===== src/rtl/sysbus_pkg.sv =====
// sysbus_pkg: shared types and encodings for the serial system bus master/arbiter.
package sysbus_pkg;
  typedef enum logic [3:0] {
    IDLE, REQ, DEV, ACK_WAIT, MADDR, WDATA, RDATA, SPLIT_WAIT, DONE, ABORT
  } mstate_t;
  localparam logic MODE_WRITE = 1'b1;
  localparam logic MODE_READ  = 1'b0;
  localparam logic [4:0] S1 = 5'b00001;
  localparam logic [4:0] S2 = 5'b00010;
  localparam logic [4:0] S3 = 5'b00100;
  localparam logic [4:0] BB = 5'b11111;
  function automatic int max4(input int a, input int b, input int c, input int d);
    int m;
    m = a;
    if (b > m) m = b;
    if (c > m) m = c;
    if (d > m) m = d;
    return m;
  endfunction
endpackage


===== src/rtl/master_port_ctrl_serial_shifter.sv =====
// serial_shifter: loadable shift register with MSB/LSB-first output and a last-bit flag.
// MSB-first values are expected left-aligned in load_val.
module serial_shifter #(
  parameter int W  = 12,
  parameter int CW = 5
) (
  input  logic          clk,
  input  logic          rst,
  input  logic          load,
  input  logic          msb_first,
  input  logic [W-1:0]  load_val,
  input  logic [CW-1:0] load_len,
  input  logic          shift,
  output logic          bit_out,
  output logic          last
);
  logic [W-1:0]  sh_q, sh_d;
  logic [CW-1:0] cnt_q, cnt_d, len_q, len_d;
  logic          msb_q, msb_d;
  always_comb begin
    sh_d  = load ? load_val : shift ? (msb_q ? sh_q << 1 : sh_q >> 1) : sh_q;
    cnt_d = load ? '0 : shift ? cnt_q + 1'b1 : cnt_q;
    len_d = load ? load_len : len_q;
    msb_d = load ? msb_first : msb_q;
  end
  always_ff @(posedge clk or posedge rst) begin
    if (rst) begin
      sh_q  <= '0;
      cnt_q <= '0;
      len_q <= '0;
      msb_q <= 1'b0;
    end else begin
      sh_q  <= sh_d;
      cnt_q <= cnt_d;
      len_q <= len_d;
      msb_q <= msb_d;
    end
  end
  assign bit_out = msb_q ? sh_q[W-1] : sh_q[0];
  assign last    = cnt_q == len_q - 1'b1;
endmodule


===== src/rtl/master_port_ctrl.sv =====
// master_port_ctrl: serial system-bus master sequencer; shifts device, address and data
// bits over the arbiter port with ack timeout, grant-loss abort and split/resume.
module master_port_ctrl
  import sysbus_pkg::*;
#(
  parameter int DEV_W       = 5,
  parameter int ADDR_W      = 12,
  parameter int DATA_W      = 8,
  parameter int ACK_TIMEOUT = 16
) (
  input  logic              clk,
  input  logic              rst,
  input  logic              req_valid,
  output logic              req_ready,
  input  logic              req_mode,
  input  logic [DEV_W-1:0]  req_dev,
  input  logic [ADDR_W-1:0] req_addr,
  input  logic [DATA_W-1:0] req_wdata,
  output logic              rsp_valid,
  output logic              rsp_err,
  output logic [DATA_W-1:0] rsp_rdata,
  output logic              breq,
  input  logic              bgrant,
  output logic              mode,
  output logic              wr_bus,
  output logic              master_valid,
  input  logic              slave_ready,
  input  logic              rd_bus,
  input  logic              slave_valid,
  output logic              master_ready,
  input  logic              ack,
  input  logic              split
);
  localparam int SW = max4(DEV_W, ADDR_W, DATA_W, 1);
  localparam int CW = $clog2(max4(DEV_W, ADDR_W, DATA_W, ACK_TIMEOUT) + 1);
  mstate_t           state_q, state_d, resume_q, resume_d, nxt;
  logic              mode_q, mode_d;
  logic [ADDR_W-1:0] addr_q, addr_d;
  logic [DATA_W-1:0] wdata_q, wdata_d, rbuf_q, rbuf_d, rdata_q, rdata_d;
  logic [CW-1:0]     to_q, to_d, sh_len;
  logic [SW-1:0]     sh_val;
  logic              sh_load, sh_msb, sh_bit, sh_last, out_xfer, in_xfer, xfer;
  assign req_ready    = state_q == IDLE;
  assign breq         = state_q inside {REQ, DEV, ACK_WAIT, MADDR, WDATA, RDATA, SPLIT_WAIT};
  assign master_valid = state_q inside {DEV, MADDR, WDATA};
  assign master_ready = state_q == RDATA;
  assign rsp_valid    = state_q inside {DONE, ABORT};
  assign rsp_err      = state_q == ABORT;
  assign rsp_rdata    = rdata_q;
  assign mode         = mode_q;
  assign wr_bus       = sh_bit;
  assign out_xfer     = master_valid && slave_ready;
  assign in_xfer      = master_ready && slave_valid;
  always_comb begin
    state_d  = state_q;
    resume_d = resume_q;
    mode_d   = mode_q;
    addr_d   = addr_q;
    wdata_d  = wdata_q;
    rbuf_d   = rbuf_q;
    rdata_d  = rdata_q;
    to_d     = to_q;
    nxt      = state_q;
    xfer     = 1'b0;
    sh_load  = 1'b0;
    sh_msb   = 1'b0;
    sh_val   = '0;
    sh_len   = CW'(DATA_W);
    case (state_q)
      IDLE: if (req_valid) begin
        state_d = REQ;
        mode_d  = req_mode;
        addr_d  = req_addr;
        wdata_d = req_wdata;
        rbuf_d  = '0;
        sh_load = 1'b1;
        sh_msb  = 1'b1;
        sh_val  = SW'(req_dev) << (SW - DEV_W);
        sh_len  = CW'(DEV_W);
      end
      REQ: if (bgrant) state_d = DEV;
      DEV: begin
        if (!bgrant) state_d = ABORT;
        else if (out_xfer && sh_last) begin
          state_d = ACK_WAIT;
          to_d    = '0;
        end
      end
      ACK_WAIT: begin
        if (!bgrant) state_d = ABORT;
        else if (ack) begin
          state_d = MADDR;
          sh_load = 1'b1;
          sh_val  = SW'(addr_q);
          sh_len  = CW'(ADDR_W);
        end else if (to_q == CW'(ACK_TIMEOUT - 1)) state_d = ABORT;
        else to_d = to_q + 1'b1;
      end
      MADDR, WDATA, RDATA: begin
        xfer = (state_q == RDATA) ? in_xfer : out_xfer;
        if (state_q == RDATA && in_xfer) rbuf_d = DATA_W'({rd_bus, rbuf_q} >> 1);
        if (xfer && sh_last) begin
          nxt = DONE;
          if (state_q == MADDR) begin
            nxt     = (mode_q == MODE_WRITE) ? WDATA : RDATA;
            sh_load = 1'b1;
            sh_val  = SW'(wdata_q);
          end
        end
        // the phase a split interrupts is resumed at the bit it stopped on
        if (split && nxt != DONE) begin
          state_d  = SPLIT_WAIT;
          resume_d = nxt;
        end else state_d = bgrant ? nxt : ABORT;
      end
      SPLIT_WAIT: if (!split && bgrant) state_d = resume_q;
      DONE, ABORT: state_d = IDLE;
      default: state_d = IDLE;
    endcase
    if (state_d == DONE) rdata_d = (mode_q == MODE_WRITE) ? '0 : rbuf_d;
    else if (state_d == ABORT) rdata_d = '0;
  end
  always_ff @(posedge clk or posedge rst) begin
    if (rst) begin
      state_q  <= IDLE;
      resume_q <= IDLE;
      mode_q   <= MODE_READ;
      addr_q   <= '0;
      wdata_q  <= '0;
      rbuf_q   <= '0;
      rdata_q  <= '0;
      to_q     <= '0;
    end else begin
      state_q  <= state_d;
      resume_q <= resume_d;
      mode_q   <= mode_d;
      addr_q   <= addr_d;
      wdata_q  <= wdata_d;
      rbuf_q   <= rbuf_d;
      rdata_q  <= rdata_d;
      to_q     <= to_d;
    end
  end
  serial_shifter #(.W(SW), .CW(CW)) u_shift (
    .clk      (clk),
    .rst      (rst),
    .load     (sh_load),
    .msb_first(sh_msb),
    .load_val (sh_val),
    .load_len (sh_len),
    .shift    (out_xfer || in_xfer),
    .bit_out  (sh_bit),
    .last     (sh_last)
  );
endmodule


===== config.mk =====
export PLATFORM = sky130hd
export DESIGN_NAME = master_port_ctrl
export DESIGN_NICKNAME = d
export VERILOG_FILES = /design/src/rtl/sysbus_pkg.sv /design/src/rtl/master_port_ctrl_serial_shifter.sv /design/src/rtl/master_port_ctrl.sv
export SDC_FILE = /design/constraint.sdc
export NUM_CORES = 1
export LEC_CHECK = 0
export BUFFER_PORTS_ARGS = -buffer_cell sky130_fd_sc_hd__buf_2
export CAP_MARGIN = 20
export CORE_MARGIN = 2
export CORE_UTILIZATION = 42
export CTS_CLUSTER_DIAMETER = 40
export CTS_CLUSTER_SIZE = 16
export DETAILED_ROUTE_END_ITERATION = 10
export GPL_TIMING_DRIVEN = 0
export HOLD_SLACK_MARGIN = 0.15
export REMOVE_ABC_BUFFERS = 1
export SETUP_SLACK_MARGIN = 0.02
export SYNTH_ARGS = -nofsm -noshare
export SYNTH_HDL_FRONTEND = slang
export SYNTH_SLANG_ARGS = --single-unit

===== constraint.sdc =====
create_clock -name clk -period 6.77 [get_ports clk]
set_clock_uncertainty 0.15 [all_clocks]
set_input_delay 1.354 -clock clk [delete_from_list [all_inputs] [get_ports clk]]
set_output_delay 1.354 -clock clk [all_outputs]
set_load 0.005 [all_outputs]

==> results of run 1 <==
## report_power, final
group | switching (mW) | internal (mW)
combinational | 0.341 | 0.270
sequential | 0.148 | 0.551
clock | 0.167 | 0.211
## synth_stat cells, types with 5 or more instances
| cell type | instances |
|---|---|
| a21oi_1 | 13 |
| a22o_1 | 9 |
| a22oi_1 | 11 |
| and2_1 | 5 |
| clkbuf_1 | 17 |
| dfrtp_1 | 70 |
| inv_1 | 16 |
| mux2i_1 | 11 |
| nand2_1 | 80 |
| nand2b_1 | 5 |
| nand3_1 | 7 |
| nor2_1 | 18 |
| o21ai_0 | 34 |
| o22a_1 | 9 |
| o31ai_1 | 11 |
| xor2_1 | 5 |
## per-stage QoR
stage	hold WS, ns	setup WS [ns]	power (mW)	area [um^2]
after floorplan	0.276	2.87	1.12	3540
after global placement	0.298	1.80	1.29	3920
after detailed placement	0.313	2.86	1.31	3940
after CTS	0.330	2.83	1.70	4170
after global routing	0.346	2.55	1.83	4180
final	0.328	2.87	1.69	4180
## metal layers
metal	up-vias	GRT usage [%]
met2	41	30.3
met5	-	0
met4	0	6.41
met1	1445	24.9
met3	7	3.60
li1	1473	-
## registers in the layout, indices dropped and copies added, names as in the netlist
register	cells
rbuf_q	8
addr_q	12
rsp_rdata	8
wdata_q	8
mode	1
u_shift.sh_q	12
to_q	5
u_shift.len_q	3
resume_q	4
state_q	4
u_shift.cnt_q	5
## critical path: cells and delay by family, from the launching register on
family / cells / cell delay [ns]
AOI/OAI and AO/OA: 3 / 1.37
and+or+nand+nor: 2 / 0.91
DFF: 1 / 0.81
adders and majority gates: 1 / 0.25
buffers and inverters: 1 / 0.18
xor gates and xnor gates: 1 / 0.15
## cell families (layout without fill, tap and decap cells)
kind of cell               count (synthesis)  after routing  synth area share, %
and+or+nand+nor                          149            149                 19.9
muxes                                     15             15                 4.55
buffers and inverters                     41             84                 4.92
xor gates and xnor gates                   6              6                 1.44
adders and majority gates                  4              4                 1.37
AOI/OAI and AO/OA                        109            109                 19.9
DFF                                       70             70                 47.9
## worst min path at each step
stage / slack, ns / cells past startpoint / to
global placement: 0.30 / 1 / resume_q[2]
finish: 0.33 / 2 / addr_q[9]
global route: 0.35 / 1 / to_q[3]
detailed placement: 0.31 / 1 / resume_q[2]
CTS: 0.33 / 1 / to_q[3]
floorplan: 0.28 / 1 / resume_q[2]
## layout by cell type (no fill, tap or decap), types with 4 or more instances in the layout
cell type,instances
clkbuf_8,9
mux2i_1,11
nor2_1,18
o31ai_1,11
a22oi_1,11
nand3b_1,4
inv_1,15
and2_1,5
buf_2,50
nand2b_1,5
nand3_1,7
dfrtp_1,70
nor2b_1,4
nor3_1,4
a21oi_1,13
o21ai_0,33
ha_1,4
nand2_1,80
a22o_1,9
o22a_1,9
xor2_1,5
## cell type report
class | count | area, um^2 | area share [%]
sequential | 70 | 1750 | 41.9
timing repair buffer | 52 | 277 | 6.61
clock buffer | 10 | 128 | 3.05
tap | 108 | 135 | 3.23
inverter | 16 | 62.6 | 1.50
clock inverter | 6 | 95.1 | 2.27
multi-input combinational | 283 | 1730 | 41.4
==> results_dict.tcl, run 1 <==
set metrics [dict create \
    grt_usage_pct 18.6 \
    antenna_left 0 \
    synthArstFlopShare_pct 100 \
    wl_met3_um 218 \
    ir_drop_v 0.000151 \
    reg2reg_slack_ns 2.87 \
    critPathSlowestCell "dfrtp_1" \
    overflow 0 \
    routed-via-count 2966 \
    yosys_register_bits 70 \
    coreArea_um2 8590 \
    worst_setup_path_end_kind "flop" \
    vias_per_cell 5.44 \
    rows 34 \
    arrival_ns 4.02 \
    routabilityCongestion 0.798 \
    portBuffers 50 \
    tns_ns 0 \
    syn-instance-count 394 \
    netlist_top_cells_area "dfrtp_1 48%, nand2_1 8.2%, o21ai_0 4.7%, mux2i_1 3.0%, a22oi_1 2.3%" \
    grt_setup_unrepaired "no" \
    synthToLayoutAreaGrowth_pct 14.3 \
    nets 471 \
    period_share_pct 57.6 \
    cts_max_path_buffers 2 \
    grt_max_degree 71 \
    fin_util_pct 48.7 \
    root_buffer "clkbuf_8" \
    synth_cell_types 56 \
    start_kind "flop" \
    dieWidth_um 97.3 \
    fmax_mhz 257 \
    grt_pass1_wl_um 14200 \
    r2r-start "u_shift.len_q[0]" \
    leakage_nw 2.02 \
    status "finished clean" \
    synth_area_um2 3660 \
    slew_headroom_pct 34.0 \
    dpl.hpwl_um 5310 \
    ys.flop_type "dfrtp_1" \
    worstHoldStart "addr_q[9]" \
    die_h_um 97.3 \
    cp-endpoint "u_shift.sh_q[3]" \
    htree_levels 3 \
    cts.repair.resized 0 \
    nFillCells 863 \
    synth_edf_count 0 \
    antenna_cells 0 \
    worstMarginPinSlew_ns 0.987 \
    post-synth-top-area-fraction_pct 47.9 \
    crit_fanout 17 \
    drive_gt1_share_pct 18.3 \
    yosysTopAreaCell "dfrtp_1" \
    synth.avg_cell_area_um2 9.29 \
    hold_path_class "flop to flop" \
    wl_met2_um 3790 \
    drv_cap 0 \
    highest_layer "met4" \
    cts_buffers 9 \
    dr.pass1.iters 4 \
    power.density_nw_per_um2 404 \
    clkSlewWorstSetupHoldPaths_ns 0.08 \
    drtIter0Drc 108 \
    cp_cell_sequence "inv_1 -> ha_1 -> xor2_1 -> or4b_4 -> a211o_1 -> o21ai_1 -> nand2b_1 -> o22a_1" \
    placed_cells_incl_taps 528 \
    initial_core_util_pct 42.6 \
    cts_hold_buffers 0 \
    reg2regPathDepth 8 \
    crit_required_ns 6.90 \
    detail_route.wl_per_cell_um 14.8 \
    r2r_end "u_shift.sh_q[3]" \
    m1WireLength_um 3960 \
    crit_start "u_shift.len_q[0]" \
    cts_setup_buffers 0 \
    clk_latency_ns 0.34 \
    grt_pass1_vias 2956 \
    pin_count 51 \
    drc 0 \
    hold_viol 0 \
    wl_um 8070 \
    yosysSeqAreaShare_pct 47.9 \
    tritoncts "yes" \
    dieArea_um2 9470 \
    critical_path_class "flop to flop" \
    antenna_found_initial 0 \
    clkSinkCount 70 \
    period_minus_slack_ns 3.90 \
    layoutNonFillerInstCount 545 \
    setup_viol 0 \
    slowest_delay_ns 0.81 \
    drv_slew 0 \
    ys_warn_count 0 \
]
No activity file was read; power rests on OpenSTA's default activity.
==> run 2: changes to the inputs <==
--- a/config.mk
+++ b/config.mk
@@ -5,6 +5,7 @@
 export SDC_FILE = /design/constraint.sdc
 export NUM_CORES = 1
 export LEC_CHECK = 0
+export ABC_AREA = 1
 export BUFFER_PORTS_ARGS = -buffer_cell sky130_fd_sc_hd__buf_2
 export CAP_MARGIN = 20
 export CORE_MARGIN = 2
==> constraint.sdc (replaced) <==
create_clock -name clk -period 3.8 [get_ports clk]
set_clock_uncertainty 0.15 [all_clocks]
set_input_delay 0.76 -clock clk [delete_from_list [all_inputs] [get_ports clk]]
set_output_delay 0.76 -clock clk [all_outputs]
set_load 0.005 [all_outputs]
==> run 2 against run 1 <==
  * Cell area increased by 2.8%
  * Clock power is 98% higher
  * First-iteration DRC count rose by 1.9%
  * Sequential cell count unchanged
  * Sequential power rose by 73%
  * Largest cell class unchanged
==> results_dict.tcl, run 2 <==
set metrics [dict create \
    r2r-start "state_q[0]" \
    pin_count 51 \
    drv_slew 0 \
    drv_cap 0 \
    cts_hold_buffers 0 \
    die_h_um 98.1 \
    root_buffer "clkbuf_8" \
    synthToLayoutAreaGrowth_pct 15.7 \
    ys.flop_type "dfrtp_1" \
    layout_common_cells "155 x nand2_1, 70 x dfrtp_1, 50 x buf_2" \
    drive_gt1_share_pct 19.8 \
    netlist_top_cells_area "dfrtp_1 47%, nand2_1 16%, inv_1 5.0%, nor2_1 3.1%, nand3_1 3.0%" \
    crit_required_ns 3.91 \
    yosysMostFrequentCell "nand2_1" \
    synth.avg_cell_area_um2 7.98 \
    largestRegisters "addr_q: 12 flops, u_shift.sh_q: 12 flops" \
    tritoncts "yes" \
    worstHoldEndpoint "rsp_rdata[3]" \
    cts_setup_buffers 0 \
    start_kind "flop" \
    synthArstFlopShare_pct 100 \
    antenna_cells 0 \
    antenna_found_initial 0 \
    power.density_nw_per_um2 754 \
    cts_buffers 9 \
    synth_top_family_by_area "simple AND/OR/NAND/NOR gates" \
    hold_viol 0 \
    grt_pass1_wl_um 14800 \
    dieWidth_um 98.1 \
    clkSinkCount 70 \
    status "finished clean" \
    fmax_mhz 306 \
    arrival_ns 3.37 \
    yosysTopAreaCell "dfrtp_1" \
    yosys_register_bits 70 \
    reg2regPathDepth 9 \
    syn-instance-count 466 \
    overflow 0 \
    dieArea_um2 9620 \
    grt_use_met2_pct 30.0 \
    finalPower_mw 3.24 \
    grt_usage_pct 18.9 \
    grt_pass1_vias 3248 \
    routed-via-count 3110 \
    worstHoldStart "rsp_rdata[3]" \
    dr.pass1.iters 4 \
    synth_edf_count 0 \
    yosys.area_share.simple_pct 29.8 \
    yosysSeqAreaShare_pct 47.1 \
    min_path_cells 2 \
    top_usage_layer "met2" \
    leakage_nw 2.26 \
    setup_viol 0 \
    r2r_end "u_shift.sh_q[7]" \
    crit_fanout 28 \
    portBuffers 50 \
    grt_max_degree 71 \
    clkSlewWorstSetupHoldPaths_ns 0.08 \
    cts.repair.resized 0 \
    period_share_pct 86.0 \
    use_met3_pct 2.93 \
    post-synth-top-area-fraction_pct 47.1 \
    drtIter0Drc 110 \
    grtUsageMet1_pct 25.6 \
    initial_core_util_pct 43.0 \
    worst_setup_path_end_kind "flop" \
    synth_cell_types 45 \
    wl_um 8280 \
    grt_setup_unrepaired "no" \
    htree_levels 3 \
    clk_latency_ns 0.35 \
    synthXorXnorAreaFrac_pct 0.471 \
    layout_commonest_cell "nand2_1" \
    synth_area_um2 3720 \
    synth-compound-area-share_pct 13.4 \
    period_minus_slack_ns 3.27 \
    critical_path_class "flop to flop" \
    dpl.hpwl_um 5840 \
    seqCellArea_um2 1750 \
    antenna_left 0 \
    synth_mux_area_share_pct 0 \
    nets 555 \
    reg2reg_slack_ns 0.53 \
    hold_path_class "flop to flop" \
    multi_input_comb_area_um2 1670 \
    nFillCells 859 \
    rows 34 \
    slew_headroom_pct 39.4 \
    worstMarginPinSlew_ns 0.907 \
    detail_route.wl_per_cell_um 13.2 \
    tns_ns 0 \
    vias_per_cell 4.94 \
    cts_max_path_buffers 2 \
    routabilityCongestion 0.883 \
    synthAdderAreaFrac_pct 1.35 \
    coreArea_um2 8640 \
    ir_drop_v 0.000285 \
    synth_common_cells "155 x nand2_1, 70 x dfrtp_1, 50 x inv_1, 31 x nor2_1" \
    drc 0 \
    ys_warn_count 0 \
]
[run 2: layout make-up]
type | count | area share [%]
Tap cell | 108 | 3.14
Clock buffer | 10 | 3.20
Clock inverter | 6 | 2.53
Sequential cell | 70 | 40.7
Inverter | 62 | 5.70
Multi-Input combinational cell | 323 | 38.9
Timing Repair Buffer | 50 | 5.82
[run 2: cells by family after synthesis]
group	count (synthesis)
AO/OA/AOI/OAI	77
XOR/XNOR	2
adder cells (fa/ha/maj)	4
buffers and inverters	73
flip-flops	70
AND/OR/NAND/NOR	240
[run 2: routing by layer]
layer | routed length (um) | vias to the layer above
met1 | 4120 | 1440
met3 | 273 | 14
met2 | 3750 | 45
met4 | 140 | 0
met5 | 0 | -
li1 | - | 1611
[run 2: worst max path at each step]
stage,cells after the start,startpoint,end,slack [ns]
3_3_place_gp,2,rst,addr_q[11],0.15
5_1_grt,9,state_q[3],u_shift.sh_q[7],0.19
3_5_place_dp,7,req_valid,u_shift.sh_q[7],0.35
2_1_floorplan,1,rst,addr_q[0],1.12
4_1_cts,9,state_q[0],u_shift.sh_q[7],0.43
6_report,9,state_q[0],u_shift.sh_q[7],0.53
[run 2: report_power, final]
group	switching [mW]	internal [mW]	leakage, nW
clock	0.297	0.453	0.126
combinational	0.826	0.451	1.24
sequential	0.203	1.01	0.895
total	1.33	1.92	2.26
[run 2: worst max-delay path, cell delays in order (launching register included)]
cell and delay, ns:
dfrtp_1 0.47, nor2_1 0.13, inv_2 0.11, nor2_1 0.07
nand2_1 0.66, clkinv_1 0.93, a22oi_1 0.37, o221ai_1 0.15
nand2_1 0.08, nand2_1 0.04
[run 2: per-stage QoR]
| step | std cells | setup slack, ns | hold WS, ns | utilization, % | area (um^2) |
|---|---|---|---|---|---|
| CTS | 629 | 0.429 | 0.332 | 49.8 | 4300 |
| detailed placement | 613 | 0.351 | 0.310 | 46.9 | 4050 |
| global placement | 613 | 0.154 | 0.300 | 46.9 | 4050 |
| global route | 629 | 0.189 | 0.354 | 49.8 | 4300 |
| finish | 629 | 0.532 | 0.324 | 49.8 | 4300 |
| floorplan | 455 | 1.12 | 0.285 | - | 3670 |
==> run 3: changes to the inputs <==
--- a/config.mk
+++ b/config.mk
@@ -9,7 +9,7 @@
 export BUFFER_PORTS_ARGS = -buffer_cell sky130_fd_sc_hd__buf_2
 export CAP_MARGIN = 20
 export CORE_MARGIN = 2
-export CORE_UTILIZATION = 42
+export CORE_UTILIZATION = 30
 export CTS_CLUSTER_DIAMETER = 40
 export CTS_CLUSTER_SIZE = 16
 export DETAILED_ROUTE_END_ITERATION = 10
==> run 3 against run 2 <==
  * Clock power increased by 9.3%
  * Non-clock buffer count stayed put
  * Final cell count is 9.5% higher
  * Utilization fell by 13 points
  * Sequential power about the same
  * Wire length up 3.4%
  * Power rose by 2.4%
  * Fmax increased by 0.88%
  * Highest routed layer unchanged
  * First-iteration DRC count rose by 21%
  * Cell area up 2.8%
  * Clock-buffer cell count unchanged
==> results_dict.tcl, run 3 (same netlist as run 2, synthesis figures left out) <==
set metrics [dict create \
    status "finished clean" \
    largestRegisters "addr_q: 12 flops, u_shift.sh_q: 12 flops" \
    coreArea_um2 12100 \
    dpl.hpwl_um 6090 \
    use_met3_pct 3.53 \
    period_share_pct 85.3 \
    critical_path_class "flop to flop" \
    crit_fanout 28 \
    grt_max_degree 71 \
    hold_viol 0 \
    overflow 0 \
    antenna_left 0 \
    drc 0 \
    drtIter0Drc 133 \
    hold_path_class "flop to flop" \
    rows 40 \
    synthToLayoutAreaGrowth_pct 18.9 \
    worstMarginPinSlew_ns 0.896 \
    cts.repair.resized 0 \
    routabilityCongestion 0.893 \
    crit_required_ns 3.88 \
    cts_buffers 9 \
    tritoncts "yes" \
    slew_headroom_pct 40.2 \
    routed-via-count 3101 \
    cts_max_path_buffers 2 \
    vias_per_cell 4.50 \
    ir_drop_v 0.000273 \
    grt_usage_pct 14.0 \
    period_minus_slack_ns 3.24 \
    leakage_nw 2.28 \
    start_kind "flop" \
    dieWidth_um 115 \
    grt_setup_unrepaired "no" \
    initial_core_util_pct 30.8 \
    setup_viol 0 \
    worst_setup_path_end_kind "flop" \
    fin_util_pct 36.6 \
    tns_ns 0 \
    portBuffers 50 \
    htree_levels 3 \
    wl_um 8570 \
    antenna_found_initial 0 \
    arrival_ns 3.32 \
    power.density_nw_per_um2 751 \
    nets 555 \
    drv_slew 0 \
    dr.pass1.iters 4 \
    clkSlewWorstSetupHoldPaths_ns 0.06 \
    fmax_mhz 309 \
    cts_hold_buffers 0 \
    drive_gt1_share_pct 19.6 \
    pin_count 51 \
    layout_common_cells "155 x nand2_1, 70 x dfrtp_1, 50 x buf_2" \
    finalPower_mw 3.32 \
    clk_latency_ns 0.33 \
    drv_cap 0 \
    cts_setup_buffers 0 \
    worst_hold_slack_ns 0.325 \
    grt_pass1_wl_um 14700 \
    dieArea_um2 13300 \
    grt_use_met2_pct 22.4 \
    layout_commonest_cell "nand2_1" \
    top_usage_layer "met2" \
    grtUsageMet1_pct 18.8 \
    antenna_cells 0 \
    root_buffer "clkbuf_16" \
    grt_pass1_vias 3158 \
    die_h_um 115 \
    detail_route.wl_per_cell_um 12.4 \
    clkSinkCount 70 \
]
run 3: per-layer routing:
layer	vias to the layer above	part of all wire (%)	routed length, um
met4	0	1.1	92
met5	-	0	0
met3	7	3.7	316
met1	1439	48	4120
met2	46	47	4040
li1	1609	-	-
run 3: stage by stage:
stage | cells | setup WS [ns] | cell area, um^2
6_report | 689 | 0.560 | 4420
5_1_grt | 689 | 0.136 | 4420
4_1_cts | 689 | 0.427 | 4420
3_5_place_dp | 673 | 0.333 | 4130
3_3_place_gp | 673 | 0.234 | 4130
2_1_floorplan | 455 | 1.12 | 3670
run 3: final timing paths:
path                       slack, ns   startpoint  depth (start not counted)               to
max in group asynchronous       2.49          rst                          2  u_shift.sh_q[3]
min in group asynchronous       0.47          rst                          2       wdata_q[2]
max                             0.56   state_q[3]                          9  u_shift.sh_q[7]
min                             0.32  resume_q[2]                          2      resume_q[2]
max reg2reg                     0.56   state_q[3]                          9  u_shift.sh_q[7]
min reg2reg                     0.32  resume_q[2]                          2      resume_q[2]
run 3: worst max-delay path, cell delays in order, from the launching register on:
cell and delay, ns:
dfrtp_1 0.48, nor2_2 0.11, inv_1 0.11, nor2_1 0.06, nand2_1 0.65, clkinv_1 0.90, a22oi_1 0.38, o221ai_1 0.16
nand2_1 0.08, nand2_1 0.05
run 3: report_power, final:
group / internal [mW] / switching, mW
Combinational: 0.451 / 0.832
Clock: 0.506 / 0.314
Sequential: 1.01 / 0.203
run 3: layout make-up:
cell class / instances / area [um^2]
fillers: 1258 / 7640
flip-flops and latches: 70 / 1750
multi-input cells: 323 / 1670
repair buffers: 50 / 250
inverters: 62 / 245
clock buffers: 10 / 229
well taps: 168 / 210
clock inverters: 6 / 62.6
